$ cat config.mk
export PLATFORM = sky130hd
export DESIGN_NAME = timer_responder
export DESIGN_NICKNAME = d
export VERILOG_FILES = /design/src/rtl/timer_responder.sv
export SDC_FILE = /design/constraint.sdc
export NUM_CORES = 1
export LEC_CHECK = 0
export CORE_MARGIN = 2
export CORE_UTILIZATION = 57
export CTS_CLUSTER_SIZE = 30
export DETAILED_ROUTE_END_ITERATION = 8
export PLACE_DENSITY = 0.92
export REMOVE_ABC_BUFFERS = 1
export SYNTH_ARGS = -nofsm -noshare
export SYNTH_HDL_FRONTEND = slang
export SYNTH_SLANG_ARGS = --single-unit
export TNS_END_PERCENT = 5
$ cat constraint.sdc
create_clock -name clk -period 3.66 [get_ports clk]
set_input_delay 0.732 -clock clk [delete_from_list [all_inputs] [get_ports clk]]
set_output_delay 0.732 -clock clk [all_outputs]
set_load 0.02 [all_outputs]
$ cat src/rtl/timer_responder.sv
// Memory-mapped countdown timer slave for the MIPS data bus: CTRL/PRESET/COUNT registers
// and a four-state countdown FSM. Optional macro TIMER_IRQ_EN enables irq_flag, CTRL.IM and irq.
module timer_responder #(
    parameter int DW = 32
) (
    input  logic          clk,
    input  logic          reset,
    input  logic [1:0]    addr,
    input  logic          we,
    input  logic [DW-1:0] wdata,
    output logic [DW-1:0] rdata,
    output logic          irq,
    output logic [1:0]    dbg_state
);

    typedef enum logic [1:0] {
        IDLE = 2'd0,
        LOAD = 2'd1,
        CNT  = 2'd2,
        INT  = 2'd3
    } state_t;

`ifdef TIMER_IRQ_EN
    localparam logic [3:0] CTRL_MASK = 4'hF;
`else
    localparam logic [3:0] CTRL_MASK = 4'h7;
`endif
    localparam logic [DW-1:0] ONE = {{(DW-1){1'b0}}, 1'b1};

    state_t        state, state_n;
    logic [3:0]    ctrl;
    logic [DW-1:0] preset;
    logic [DW-1:0] count, count_n;
    logic          en_clr;
    logic          wr_ctrl, wr_preset;
    logic [3:0]    ctrl_wval;
    logic          en_look;
    logic          mode_auto;

    assign wr_ctrl   = we && (addr == 2'd0);
    assign wr_preset = we && (addr == 2'd1);
    assign ctrl_wval = wdata[3:0] & CTRL_MASK;
    assign mode_auto = (ctrl[2:1] == 2'b01);
    // IDLE looks at the EN value being written this edge so LOAD follows the enabling write directly
    assign en_look   = wr_ctrl ? ctrl_wval[0] : ctrl[0];
    assign dbg_state = state;

`ifdef TIMER_IRQ_EN
    logic irq_flag;
    logic flag_set, flag_clr_fsm;
`endif

    always_comb begin
        state_n = state;
        count_n = count;
        en_clr  = 1'b0;
`ifdef TIMER_IRQ_EN
        flag_set     = 1'b0;
        flag_clr_fsm = 1'b0;
`endif
        case (state)
            IDLE: begin
                if (en_look) state_n = LOAD;
            end
            LOAD: begin
                count_n = preset;
                state_n = CNT;
            end
            CNT: begin
                if (!ctrl[0]) begin
                    state_n = IDLE;
                end else if (count > ONE) begin
                    count_n = count - ONE;
                end else begin
                    count_n = '0;
                    state_n = INT;
`ifdef TIMER_IRQ_EN
                    flag_set = 1'b1;
`endif
                end
            end
            INT: begin
                if (mode_auto) begin
`ifdef TIMER_IRQ_EN
                    flag_clr_fsm = 1'b1;
`endif
                end else begin
                    en_clr = 1'b1;
                end
                state_n = IDLE;
            end
            default: state_n = IDLE;
        endcase
    end

    always_ff @(posedge clk or posedge reset) begin
        if (reset) begin
            state  <= IDLE;
            count  <= '0;
            preset <= '0;
            ctrl   <= '0;
        end else begin
            state <= state_n;
            count <= count_n;
            if (wr_preset) preset <= wdata;
            // a bus write to CTRL overrides the one-shot EN clear
            if (wr_ctrl) ctrl <= ctrl_wval;
            else if (en_clr) ctrl[0] <= 1'b0;
        end
    end

`ifdef TIMER_IRQ_EN
    always_ff @(posedge clk or posedge reset) begin
        if (reset) begin
            irq_flag <= 1'b0;
        end else if (flag_set) begin
            irq_flag <= 1'b1;
        end else if (flag_clr_fsm || wr_ctrl || wr_preset) begin
            irq_flag <= 1'b0;
        end
    end

    assign irq = irq_flag & ctrl[3];
`else
    assign irq = 1'b0;
`endif

    always_comb begin
        rdata = '0;
        case (addr)
            2'd0:    rdata = {{(DW-4){1'b0}}, ctrl};
            2'd1:    rdata = preset;
            2'd2:    rdata = count;
            default: rdata = '0;
        endcase
    end

endmodule

==> impl_metrics.toml <==
[setup_path]
r2r-start = "count[1]$_DFFE_PP0P_"
ff2ff_path_depth = 8
r2r-end = "count[24]$_DFFE_PP0P_"
required_ps = 2930
worst_path_dominant_cell_family = "buffers and inverters"
critPathLaunchType = "input port"
cp_max_fo = 14
cp-end-kind = "output pin"
cp.buffers_inverters = 3
ff2ff_setup_slack_ps = 830
arrival_ps = 2640
max_stage_delay_ps = 630
crit_path_top_delay_cell = "clkdlybuf4s50_1"
cp_common_cell = "clkdlybuf4s50_1"
crit_type = "input port to output pin"
path_cells = "clkdlybuf4s50_1, nor2b_2, buf_4, a22o_1, clkdlybuf4s50_1"

[sta]
hold_ws_ps = 531
finalCritPeriodShare = 0.921
fin_worst_skew_ps = 9.14
relSlewSlack = 0.426
period_minus_slack_ps = 3370
max_freq_mhz = 297
setup_viol = 0
rsz0062_at_grt = "no"
drv_slew = 0
setup_ws_ps = 288
finalSetupTns_ps = 0
worst_pin_slew_ps = 858
hold_viol = 0

[synthesis]
synth_cell_types = 53
synth_most_common_cell = "dfrtp_1"
synth-main-ff-cell = "dfrtp_1"
yosys_warnings = 0
synthTopCellsByArea = "dfrtp_1 45%, mux2_2 9.7%, a22o_1 6.8%"
ys_seq_elements = 69
synth_common_cells = "69 x dfrtp_1, 33 x mux2_2, 33 x nand2_1, 30 x a22o_1, 27 x nand3_1"
synth-edff-count = 0
synth.top_cell.area_share = 0.449
yosysTopAreaCell = "dfrtp_1"
async_flop_share = 1.00
avgSynthCellArea_sq_um = 9.99
syn-instance-count = 385
ys_seq_area_frac = 0.449
syn_area_sq_mm = 0.00384

[worst_hold_path]
hp-class = "register to register"
holdPathEnd = "count[22]$_DFFE_PP0P_"
min_from = "preset[22]$_DFFE_PP0P_"
worstHoldPathCells = 2

[drt]
final_antenna_net_count = 0
drt-initial-drc-count = 422
post_drt_via_cell_ratio = 6.79
wl_per_cell_um = 19.7
vias = 3637
firstDrtPassIters = 7
routed_wl_mm = 10.6
drc = 0

[placement]
io_buffers = 70
gp_congestion = 0.960
place_inst = 520
pre_cts_ws_ps = 371
dpl.hpwl_mm = 7.15

[clock_tree]
cts.path.max_buffers = 2
cts-root-buf = "clkbuf_8"
clk_pin_slew_ps = 80
post_cts_buffers = 0
clock_sinks = 69
tritoncts = "done"
hold_buffers = 0
postCtsResizedCells = 0
clkLatencyLatePin_ps = 360
cts_buffers = 9
htree_levels = 3

[cells_and_area]
multi_input_area_sq_mm = 0.00198
regArea_sq_mm = 0.00173
drive_gt1_frac = 0.163
area_growth_pct = 27.2
instances_no_fill = 536
n_fill_cell = 451
diodes = 0
fin_nets = 493

[grt]
grt_pass1_wl_mm = 17.7
grt.total_usage = 0.303
overflow = 0
antenna_found_initial = 0
grt_max_degree = 38
grt_pass1_vias = 3555

[outcome]
status = "finished, final reports clean"

[pwr]
p_comb_frac = 0.396
p_int_mw = 2.15
peakVddDrop_mv = 0.565
p_clk_frac = 0.215
leakagePower_nw = 1.97
switchingPower_mw = 1.48
powerDensity_mw_per_mm2 = 743
p_sw_frac = 0.407
pwr-share-seq = 0.389

[floorplan]
die_area_sq_mm = 0.00742
ioPinCount = 72
die_height_um = 86.1
rows = 29
die_x_um = 86.1
core_area_sq_mm = 0.00642
initial_core_util = 0.599

[flow_run]
maxCapViolations = 0
-- how the worst max path moves through the flow --
| stage | cells after the start | slack, ps | end | from |
|---|---|---|---|---|
| 2_1_floorplan | 3 | 200 | preset[0]$_DFFE_PP0P_ | addr[0] |
| 3_3_place_gp | 5 | 380 | rdata[19] | addr[1] |
| 3_5_place_dp | 5 | 370 | rdata[20] | addr[1] |
| 4_1_cts | 5 | 290 | rdata[20] | addr[1] |
| 5_1_grt | 5 | 210 | rdata[20] | addr[1] |
| 6_report | 5 | 290 | rdata[20] | addr[1] |
-- stage by stage --
stage / area [sq um] / power (mW) / utilization
3_3_place_gp: 4640 / 2.73 / 0.723
4_1_cts: 4890 / 3.60 / 0.762
3_5_place_dp: 4640 / 2.80 / 0.723
6_report: 4890 / 3.63 / 0.762
5_1_grt: 4890 / 3.84 / 0.762
2_1_floorplan: 3730 / 2.24 / -
-- cells in the final DEF, fill, tap and decap left out, types with 9 or more instances in the layout --
cell,synthesis,layout
nor2_1,15,15
nand3_1,27,27
clkdlybuf4s50_1,0,70
a22o_1,30,30
or3_1,9,9
a22oi_1,11,11
mux2_2,33,33
dfrtp_1,69,69
clkbuf_8,0,10
buf_4,2,12
a21oi_1,15,15
nand2_1,33,33
o21ai_0,13,13
-- cell families (layout without fill, tap and decap cells) --
logic type / after synthesis / count (layout) / share of synthesized area
buffers and inverters: 32 / 106 / 0.0371
other: 1 / 1 / 0.000975
and+or+nand+nor: 141 / 141 / 0.201
muxes: 36 / 36 / 0.104
AOI/OAI and AO/OA: 104 / 104 / 0.200
DFF: 69 / 69 / 0.449
adders and majority gates: 2 / 2 / 0.00651
-- layout make-up --
type                    instances  area share
multi-input cells             284       0.405
well taps                      77      0.0197
clock buffers                  10      0.0281
clock inverters                 6      0.0225
repair buffers                 83       0.166
inverters                       7     0.00537
flip-flops and latches         69       0.353
-- tightest hold or removal path, stage by stage, from the launching register on --
cell,delay (ps)
dfrtp_1,370
nand2_1,50
o21ai_0,70
-- power groups by stage --
| stage | Clock [mW] | Sequential [mW] | Combinational (mW) |
|---|---|---|---|
| 2_1_floorplan | 0 | 1.30 | 0.941 |
| 3_3_place_gp | 0 | 1.38 | 1.35 |
| 3_5_place_dp | 0 | 1.40 | 1.40 |
| 4_1_cts | 0.777 | 1.40 | 1.42 |
| 5_1_grt | 0.811 | 1.46 | 1.57 |
| 6_report | 0.782 | 1.41 | 1.44 |
-- metal layers --
layer	track usage	routed length, um	vias up
li1	-	-	1610
met1	0.409	4300	1767
met2	0.486	5150	224
met3	0.0472	862	36
met4	0.137	256	0
met5	0	0	-
-- sequential cells by signal, summed over array words and instances (netlist names) --
| name | cells |
|---|---|
| preset | 32 |
| count | 32 |
| dbg_state | 2 |
| ctrl | 3 |
No activity file was read; power rests on OpenSTA's default activity.
